[config.mk]
export PLATFORM = sky130hd
export DESIGN_NAME = hpm_counter_bank
export DESIGN_NICKNAME = d
export VERILOG_FILES = /design/src/rtl/hpm_pkg.sv /design/src/rtl/hpm_event_mux.sv /design/src/rtl/hpm_counter_bank.sv
export SDC_FILE = /design/constraint.sdc
export NUM_CORES = 2
export LEC_CHECK = 0
export BUFFER_PORTS_ARGS = -buffer_cell sky130_fd_sc_hd__buf_2
export CAP_MARGIN = 20
export CELL_PAD_IN_SITES_DETAIL_PLACEMENT = 0
export CELL_PAD_IN_SITES_GLOBAL_PLACEMENT = 1
export CORE_MARGIN = 2
export CORE_UTILIZATION = 42
export DETAILED_ROUTE_END_ITERATION = 6
export PLACE_DENSITY = 0.74
export SLEW_MARGIN = 5
export SYNTH_ARGS = -nofsm -noshare
export SYNTH_HDL_FRONTEND = slang
export SYNTH_SLANG_ARGS = --single-unit
[constraint.sdc]
create_clock -name clk_i -period 45.8 [get_ports clk_i]
set_input_delay 9.16 -clock clk_i [delete_from_list [all_inputs] [get_ports clk_i]]
set_output_delay 9.16 -clock clk_i [all_outputs]
set_load 0.01 [all_outputs]
[src/rtl/hpm_pkg.sv]
`default_nettype none
// ============================================================================
//  Module      : hpm_pkg
//  Description : Shared CSR address map, event code enumeration and event
//                selector type for the HPM counter bank.
//  Revision    : 1.0 - initial release
// ============================================================================
package hpm_pkg;

    // CSR address map
    localparam logic [11:0] HPM_MCYCLE_ADDR   = 12'hB00;
    localparam logic [11:0] HPM_MINSTRET_ADDR = 12'hB02;
    localparam logic [11:0] HPM_CNT_BASE      = 12'hB00;  // mhpmcounterK at base+K
    localparam logic [11:0] HPM_EVT_BASE      = 12'h320;  // mhpmeventK at base+K
    localparam logic [11:0] HPM_INHIBIT_ADDR  = 12'h320;
    localparam logic [11:0] HPM_OVF_ADDR      = 12'h7C0;
    localparam logic [11:0] HPM_OVFEN_ADDR    = 12'h7C1;

    // Widest selector the bank supports; enough for up to 255 event codes
    localparam int HPM_EVSEL_MAX_W = 8;

    typedef logic [HPM_EVSEL_MAX_W-1:0] hpm_evsel_t;

    // Well-known event codes; code 0 never counts
    typedef enum logic [HPM_EVSEL_MAX_W-1:0] {
        HPM_EV_NONE        = 8'd0,
        HPM_EV_LOAD        = 8'd1,
        HPM_EV_STORE       = 8'd2,
        HPM_EV_BRANCH      = 8'd3,
        HPM_EV_BRANCH_MISS = 8'd4,
        HPM_EV_ICACHE_MISS = 8'd5,
        HPM_EV_DCACHE_MISS = 8'd6
    } hpm_event_e;

endpackage : hpm_pkg
`default_nettype wire

[src/rtl/hpm_event_mux.sv]
`default_nettype none
// ============================================================================
//  Module      : hpm_event_mux
//  Description : Selects one event code across all lanes and returns how many
//                lanes flagged it this cycle (0..NUM_LANES). Combinational.
//  Revision    : 1.0 - initial release
// ============================================================================
module hpm_event_mux
    import hpm_pkg::*;
#(
    parameter int NUM_EVENTS = 32,
    parameter int NUM_LANES  = 2,
    parameter int INC_W      = $clog2(NUM_LANES + 1)
) (
    input  hpm_evsel_t                      i_sel,
    input  logic [NUM_LANES*NUM_EVENTS-1:0] i_events,
    output logic [INC_W-1:0]                o_inc
);

    // Per lane at most one code matches; code 0 matches nothing
    always_comb begin
        o_inc = '0;
        for (int l = 0; l < NUM_LANES; l++) begin
            for (int e = 1; e <= NUM_EVENTS; e++) begin
                if ((i_sel == hpm_evsel_t'(e)) && i_events[l*NUM_EVENTS + e - 1]) begin
                    o_inc = o_inc + INC_W'(1);
                end
            end
        end
    end

endmodule : hpm_event_mux
`default_nettype wire

[src/rtl/hpm_counter_bank.sv]
`default_nettype none
// ============================================================================
//  Module      : hpm_counter_bank
//  Description : mcycle, minstret and NUM_COUNTERS programmable HPM counters
//                with event selectors, mcountinhibit and sticky overflow.
//                Optional macro HPM_OVF_IRQ_EN adds mhpmovfen (0x7C1) and a
//                registered overflow interrupt on irq_o.
//  Revision    : 1.0 - initial release
// ============================================================================
module hpm_counter_bank
    import hpm_pkg::*;
#(
    parameter int NUM_COUNTERS = 8,
    parameter int NUM_EVENTS   = 32,
    parameter int NUM_LANES    = 2,
    parameter int CNT_WIDTH    = 64
) (
    input  logic                            clk_i,
    input  logic                            rst_i,
    input  logic [11:0]                     addr_i,
    input  logic                            we_i,
    input  logic [63:0]                     data_i,
    output logic [63:0]                     data_o,
    input  logic [NUM_LANES*NUM_EVENTS-1:0] events_i,
    input  logic [NUM_LANES-1:0]            retire_i,
    output logic [NUM_COUNTERS-1:0]         ovf_o,
    output logic                            irq_o
);

    localparam int INC_W   = $clog2(NUM_LANES + 1);
    localparam int EVSEL_W = $clog2(NUM_EVENTS + 1);
    localparam int INH_W   = 3 + NUM_COUNTERS;

    logic [CNT_WIDTH-1:0] r_mcycle;
    logic [CNT_WIDTH-1:0] r_minstret;
    logic [CNT_WIDTH-1:0] r_cnt   [NUM_COUNTERS];
    logic [EVSEL_W-1:0]   r_evsel [NUM_COUNTERS];
    logic [INH_W-1:0]     r_inhibit;
    logic [NUM_COUNTERS-1:0] r_ovf;
    logic [63:0]          r_rdata;

    logic [INC_W-1:0]     w_inc   [NUM_COUNTERS];
    logic [CNT_WIDTH:0]   w_sum   [NUM_COUNTERS];
    logic [NUM_COUNTERS-1:0] w_wr_cnt;
    logic [NUM_COUNTERS-1:0] w_wr_evt;
    logic [NUM_COUNTERS-1:0] w_ovf_set;
    logic [NUM_COUNTERS-1:0] w_ovf_clr;
    logic [INC_W-1:0]     w_ret_cnt;
    logic [EVSEL_W-1:0]   w_sel_wr;
    logic [63:0]          w_rdata;

    // Out-of-range selector writes collapse to "no event"
    assign w_sel_wr  = (data_i > 64'(NUM_EVENTS)) ? '0 : data_i[EVSEL_W-1:0];
    assign w_ovf_clr = (we_i && (addr_i == HPM_OVF_ADDR)) ? data_i[NUM_COUNTERS-1:0] : '0;

    // Retired-instruction count across lanes
    always_comb begin
        w_ret_cnt = '0;
        for (int l = 0; l < NUM_LANES; l++) begin
            w_ret_cnt = w_ret_cnt + INC_W'(retire_i[l]);
        end
    end

    generate
        for (genvar k = 0; k < NUM_COUNTERS; k++) begin : g_cnt
            hpm_event_mux #(
                .NUM_EVENTS (NUM_EVENTS),
                .NUM_LANES  (NUM_LANES),
                .INC_W      (INC_W)
            ) u_mux (
                .i_sel    (hpm_evsel_t'(r_evsel[k])),
                .i_events (events_i),
                .o_inc    (w_inc[k])
            );

            assign w_wr_cnt[k]  = we_i && (addr_i == HPM_CNT_BASE + 12'(k + 3));
            assign w_wr_evt[k]  = we_i && (addr_i == HPM_EVT_BASE + 12'(k + 3));
            assign w_sum[k]     = {1'b0, r_cnt[k]} + (CNT_WIDTH + 1)'(w_inc[k]);
            // A counter write discards this cycle's increment, carry included
            assign w_ovf_set[k] = !w_wr_cnt[k] && !r_inhibit[k + 3] && w_sum[k][CNT_WIDTH];
        end
    endgenerate

    // Counter, selector, inhibit and overflow state; writes take priority
    always_ff @(posedge clk_i or posedge rst_i) begin
        if (rst_i) begin
            r_mcycle   <= '0;
            r_minstret <= '0;
            r_inhibit  <= '0;
            r_ovf      <= '0;
            for (int k = 0; k < NUM_COUNTERS; k++) begin
                r_cnt[k]   <= '0;
                r_evsel[k] <= '0;
            end
        end else begin
            if (we_i && (addr_i == HPM_MCYCLE_ADDR)) begin
                r_mcycle <= data_i[CNT_WIDTH-1:0];
            end else if (!r_inhibit[0]) begin
                r_mcycle <= r_mcycle + CNT_WIDTH'(1);
            end

            if (we_i && (addr_i == HPM_MINSTRET_ADDR)) begin
                r_minstret <= data_i[CNT_WIDTH-1:0];
            end else if (!r_inhibit[2]) begin
                r_minstret <= r_minstret + CNT_WIDTH'(w_ret_cnt);
            end

            for (int k = 0; k < NUM_COUNTERS; k++) begin
                if (w_wr_cnt[k]) begin
                    r_cnt[k] <= data_i[CNT_WIDTH-1:0];
                end else if (!r_inhibit[k + 3]) begin
                    r_cnt[k] <= w_sum[k][CNT_WIDTH-1:0];
                end
                if (w_wr_evt[k]) begin
                    r_evsel[k] <= w_sel_wr;
                end
            end

            // mcountinhibit bit 1 is read-only zero
            if (we_i && (addr_i == HPM_INHIBIT_ADDR)) begin
                r_inhibit <= data_i[INH_W-1:0] & ~INH_W'(2);
            end

            // Set after clear so a same-cycle overflow survives the clear
            r_ovf <= (r_ovf & ~w_ovf_clr) | w_ovf_set;
        end
    end

`ifdef HPM_OVF_IRQ_EN
    logic [63:0] r_ovfen;
    logic        r_irq;

    // Interrupt enable register and registered interrupt
    always_ff @(posedge clk_i or posedge rst_i) begin
        if (rst_i) begin
            r_ovfen <= '0;
            r_irq   <= 1'b0;
        end else begin
            if (we_i && (addr_i == HPM_OVFEN_ADDR)) begin
                r_ovfen <= data_i;
            end
            r_irq <= |(r_ovf & r_ovfen[NUM_COUNTERS-1:0]);
        end
    end

    assign irq_o = r_irq;
`else
    assign irq_o = 1'b0;
`endif

    // Read decode; unmapped addresses return 0
    always_comb begin
        w_rdata = '0;
        if (addr_i == HPM_MCYCLE_ADDR)   w_rdata = 64'(r_mcycle);
        if (addr_i == HPM_MINSTRET_ADDR) w_rdata = 64'(r_minstret);
        if (addr_i == HPM_INHIBIT_ADDR)  w_rdata = 64'(r_inhibit);
        if (addr_i == HPM_OVF_ADDR)      w_rdata = 64'(r_ovf);
`ifdef HPM_OVF_IRQ_EN
        if (addr_i == HPM_OVFEN_ADDR)    w_rdata = r_ovfen;
`endif
        for (int k = 0; k < NUM_COUNTERS; k++) begin
            if (addr_i == HPM_CNT_BASE + 12'(k + 3)) w_rdata = 64'(r_cnt[k]);
            if (addr_i == HPM_EVT_BASE + 12'(k + 3)) w_rdata = 64'(r_evsel[k]);
        end
    end

    // Registered read data returns the pre-write value on a same-cycle write
    always_ff @(posedge clk_i or posedge rst_i) begin
        if (rst_i) begin
            r_rdata <= '0;
        end else begin
            r_rdata <= w_rdata;
        end
    end

    assign data_o = r_rdata;
    assign ovf_o  = r_ovf;

endmodule : hpm_counter_bank
`default_nettype wire
Word-level counts from Yosys, hierarchy flattened:

Cells that the tools add are included.
W data, S select, Z words.

* multiplexer cells: 554
* bitwise gates (word level): 3
* $lt $le $gt $ge: 1
* add/sub/neg operators: 515
* eq/ne operators: 286
* reduce and logical (&&, ||, !) cells: 564

Operator list (number)
* $mux W64: 40
* $mux W2: 504
* $add A2 B1 Y2 const B: 496
* $eq A6 B5 Y1 const B: 128
* $logic_and A1 B1 Y1: 548
* $add A64 B2 Y65: 8
* $eq A6 B4 Y1 const B: 64
* $eq A6 B3 Y1 const B: 32
* $eq A12 B12 Y1 const B: 10
* $eq A12 B10 Y1 const B: 9
* $eq A6 B2 Y1 const B: 16
* $add A64 B1 Y64 const B: 1
* $add A64 B2 Y64: 1
* $gt A64 B6 Y1 const B: 1
* $eq A6 B1 Y1 const B: 8
* $eq A6 B6 Y1 const B: 8
* $ne A2 B1 Y1 const B: 10
* $add A1 B1 Y2 const B: 8
* $logic_not A1 Y1: 16
* $eq A12 B11 Y1 const B: 1
* $and A8 B8 Y8: 1
* $mux W1: 8
* $mux W8: 1
* $not A8 Y8: 1
* other kinds (3): 3

* word-level logic and storage cells: 1944
* output and inout bits: 73
* input port bits: 145
* bits in registers: 770

Longest topological paths before layout:

* word-level depth: 132
* mapped depth: 44

Cells and area by module:

From an unflattened synthesis, not the netlist that was laid out.

* cell total of the unflattened synthesis: 6193
* area, all modules: 52397.8 um^2

Modules (own cells, without submodules)
* hpm_counter_bank: instances 1, cells each 5049, seq. area each 19268.5 um^2, area an instance 43439.2 um^2
* hpm_event_mux: instances 8, cells each 143, seq. area each 0.0 um^2, area an instance 1119.8 um^2

Worst setup path before layout:

Ideal clock, no wire load.

* kind: input port to flip-flop
* start: input port events_i[7]
* end: register r_cnt[118] (netlist name)
* data arrival time: 17.407 ns
* setup slack: 28.256 ns
* setup time: 0.137 ns
* buffers on the path: 2
* data required time: 45.663 ns
* cell stages on the path: 41
* cells stage by stage: clkbuf_1 mux2_1 and3_1 buf_6 xnor3_1 xor2_2 nand4_1 a311oi_1 a211o_2 nor3_2 or2_1 a31o_1 or2_4 o31a_1 or3_4 a311oi_2 o211ai_2 and4_1 [... 5 more ...] mux2i_1 o221a_2 a32oi_1 o211ai_2 fa_1 nand2_1 nor2_1 nand4_1 or4_1 or3_1 nor2_1 nand4_1 nor2_1 and3_1 nand3_1 nor2_1 xnor2_1 a21oi_1

* longest elaborated chain between the ends: 117

RTL lines
* start, declared: RTL line hpm_counter_bank.sv:24 `input logic [NUM_LANES*NUM_EVENTS-1:0] events_i,`
* $logic_and A1 B1 Y1 *: RTL line hpm_event_mux.sv:25 `if ((i_sel == hpm_evsel_t'(e)) && i_events[l*NUM_EVENTS + e - 1]) begin`
* $mux W2 *: RTL line hpm_event_mux.sv:25
* $add A2 B1 Y2: RTL line hpm_event_mux.sv:26 `o_inc = o_inc + INC_W'(1);`
* $mux W2 *: RTL line hpm_event_mux.sv:25
* $add A2 B1 Y2: RTL line hpm_event_mux.sv:26
* $mux W2 *: RTL line hpm_event_mux.sv:25
* $add A2 B1 Y2: RTL line hpm_event_mux.sv:26
* $mux W2 *: RTL line hpm_event_mux.sv:25
* [... 101 more ...]
* $mux W2 *: RTL line hpm_event_mux.sv:25
* $add A2 B1 Y2: RTL line hpm_event_mux.sv:26
* $mux W2 *: RTL line hpm_event_mux.sv:25
* $add A2 B1 Y2: RTL line hpm_event_mux.sv:26
* $mux W2 *: RTL line hpm_event_mux.sv:25
* $add A64 B2 Y65 *: RTL line hpm_counter_bank.sv:78 `assign w_sum[k] = {1'b0, r_cnt[k]} + (CNT_WIDTH + 1)'(w_inc[k]);`
* $mux W64 *: RTL line hpm_counter_bank.sv:111 `end else if (!r_inhibit[k + 3]) begin`
* $mux W64 *: RTL line hpm_counter_bank.sv:109 `if (w_wr_cnt[k]) begin`
* end signal, assigned by index: RTL line hpm_counter_bank.sv:110 `r_cnt[k] <= data_i[CNT_WIDTH-1:0];`
* end signal, assigned by index: RTL line hpm_counter_bank.sv:112 `r_cnt[k] <= w_sum[k][CNT_WIDTH-1:0];`
* end, declared: RTL line hpm_counter_bank.sv:36 `logic [CNT_WIDTH-1:0] r_cnt [NUM_COUNTERS];`

Every way passes the cells marked *; elsewhere a longest branch is shown, timed or not. The select of a mux whose other input is x is not followed.
A chain may end at the register's enable or synchronous reset.

Worst setup path in the final report:

* start: input port events_i[1]
* end: register r_cnt[255] (netlist name)

* longest elaborated chain between the ends: 129

RTL lines (RTL line)
* $logic_and A1 B1 Y1 *: hpm_event_mux.sv:25
* $mux W2 *: hpm_event_mux.sv:25
* $add A2 B1 Y2: hpm_event_mux.sv:26
* $mux W2 *: hpm_event_mux.sv:25
* $add A2 B1 Y2: hpm_event_mux.sv:26
* $mux W2 *: hpm_event_mux.sv:25
* $add A2 B1 Y2: hpm_event_mux.sv:26
* $mux W2 *: hpm_event_mux.sv:25
* [... 113 more ...]
* $mux W2 *: hpm_event_mux.sv:25
* $add A2 B1 Y2: hpm_event_mux.sv:26
* $mux W2 *: hpm_event_mux.sv:25
* $add A2 B1 Y2: hpm_event_mux.sv:26
* $mux W2 *: hpm_event_mux.sv:25
* $add A64 B2 Y65 *: hpm_counter_bank.sv:78
* $mux W64 *: hpm_counter_bank.sv:111
* $mux W64 *: hpm_counter_bank.sv:109

Marks and branches as above.

==> metrics.txt <==
synth cell count leaders=807 x nor2_1, 802 x nand2_1, 770 x dfrtp_1; CP Launch Type=input port; Synthesized Nets=7225; worst path arrival time=19560 ps; Residual DRC=1; IO buf count=216; Routability Congestion=0.991; Mapped Cells=7021; overall power=1.52 mW; Fin Setup TNS=0 ps; routed vias=54900; CTS Buf Count=82; Setup Fix Bufs, Post-CTS=0; CP required=46330 ps; ANT nets after route=0; slew margin rel.=25.0%; Synth Flop Type=dfrtp_1; Synth Register Bits=770; most numerous cell in the Yosys netlist=nor2_1; RR Startpoint=r_evsel[23]; routed length per instance=26.2 um; Yosys cell types=144; clk root buf=clkbuf_16; initial DRC count=6074; VDD IR-drop max=27.3 uV; Fin. Hold Viols=0; Max Root-Sink Buffers=3; Nets=7170; RSZ-0062 raised after global routing=false; HP Start=ovf_o[6]; DR pass1 iterations=7; EDFF count, synth=0; Clock Sinks=770; number of max-slew violations in the final report=0; met1 wire length=96100 um; Routed WL=231000 um; Synth area leaders=dfrtp_1 33%, xor2_1 7.1%, nor2_1 5.3%, nand2_1 5.2%, xnor2_1 4.6%; Slew @ Worst Pin=1110 ps; Tmin final=19030 ps; Tcrit/Tclk final=41.6%; Die Wd=374 um; fraction of registers with async set/reset=100%; global-route wire length before repair=341000 um; met3 wire length=19100 um; cell area after synthesis=0.0576 sq mm; CP most frequent cell=a21oi_1; share of cells above drive strength 1=10.8%; status=finished, violations left; initial antenna violation count=29; CTS tree=yes; post_cts resized=0; H-tree depth=3; worst skew pair latency=700 ps; Layout Skew=35.7 ps; WS Path Type=in -> reg; synth warn=0; Initial Util=42.4%; cts hold-fix bufs=0; violated checks=DRC; drt via density=6.22; Synth top area share=33.4%; GRT Util Overall=31.9%; GR Overflow Total=0; largest net degree at the start of global routing=151; Max-cap violations=0; synthesis-to-layout area growth=8.84%; number of global-route vias before repair=51900; Tightest Hold Check Type=reg -> reg; peak fanout along the critical path=8; post-synthesis sequential area ratio=33.4%; pwr dens=24.3 mW/mm^2; FP Rows=135; clk slew on worst S/H paths=70 ps; met2 wire length=104000 um; Post-DP HPWL=165000 um; CP Capture Type=flip-flop; Pleak=26.0 nW; uppermost layer routed=met5; number of I/O pins=218; slowest stage cell, crit path=xnor2_1; area leader, netlist=dfrtp_1; Die Span Y=374 um; final setup fails=0; Avg Cell Area, Syn=8.21 sq um; Critical Path Start=events_i[1]; Core Area=0.136 sq mm; die area=0.140 sq mm; fmax=0.0525 GHz; slowest stage delay, CP=720 ps
[state kept, by name, summed over array words and instances (netlist names)]
| name | flops |
|---|---|
| data_o | 64 |
| ovf_o | 8 |
| r_cnt | 512 |
| r_evsel | 48 |
| r_inhibit | 10 |
| r_mcycle | 64 |
| r_minstret | 64 |
[per-layer routing]
layer	global-route usage, %	vias up
met1	42.2	26900
met2	50.7	2368
met4	14.3	20
met3	5.93	556
met5	0	-
li1	-	25000
[placed cells by master (no fill, tap or decap), drive strengths merged, types with 30 or more instances in the layout]
cell type and count:
nor3 137, dfrtp 770, and4 39, a21oi 495
inv 101, or3 32, xor2 470, clkbuf 122
nor2 810, xnor2 316, nor2b 65, or2 30
o21ai 369, a211oi 39, a221oi 66, buf 319
nand2b 52, and2 65, mux2i 149, and3 198
nor4 55, ha 50, nand2 805, a22oi 202
mux2 123, nand4 200, a31oi 49, a22o 77
nand3 383
[metrics by stage]
stage / worst slack (ps) / instance area [sq um] / hold WS, ps / instances / util, %
after floorplan: 15030 / 57600 / 477 / 7021 / -
after global placement: 26310 / 59900 / 545 / 8658 / 44.1
after detailed placement: 26210 / 59900 / 560 / 8659 / 44.1
after CTS: 26880 / 62600 / 574 / 8805 / 46.1
after global routing: 26030 / 62700 / 586 / 8812 / 46.2
final: 26770 / 62700 / 575 / 8819 / 46.2
[final timing paths]
path                             endpoint  slack, ps  cells after the start
max                            r_cnt[255]      26770                     42
max in group asynchronous  r_minstret[46]      33990                      5
min reg2reg                      ovf_o[6]        580                      1
min                              ovf_o[6]        580                      1
min in group asynchronous       data_o[7]       8610                      2
max reg2reg                    r_cnt[255]      34430                     43
[cells by family after synthesis]
family	synth area share [%]
and+or+nand+nor	24.9
AOI/OAI and AO/OA	18.1
xor gates and xnor gates	12.4
DFF	33.4
buffers and inverters	4.03
muxes	5.69
adders and majority gates	1.43
other	0.00651
[report_power, final]
part | leakage (nW) | internal (mW) | switching (mW)
Clock | 1.34 | 0.397 | 0.302
Sequential | 10.7 | 0.696 | 0.0231
Combinational | 14.0 | 0.0269 | 0.0780
[worst max-delay path: cells and delay by family]
family,cells,cell delay [ps]
xor+xnor,4,1210
fa+ha+maj,2,580
buf+inv,3,530
mux,2,450
simple gates,13,3900
compound gates,18,3700
[layout make-up]
cell class                      instances  area, sq um
Tap cell                             1781         2230
Inverter                               97          372
Sequential cell                       770        19300
Multi-Input combinational cell       5696        36200
Clock inverter                         24          279
Fill cell                           13500        73100
Clock buffer                          122         2470
Timing Repair Buffer                  319         1870
Antenna cell                           10         25.0
No activity file was read; power rests on OpenSTA's default activity.
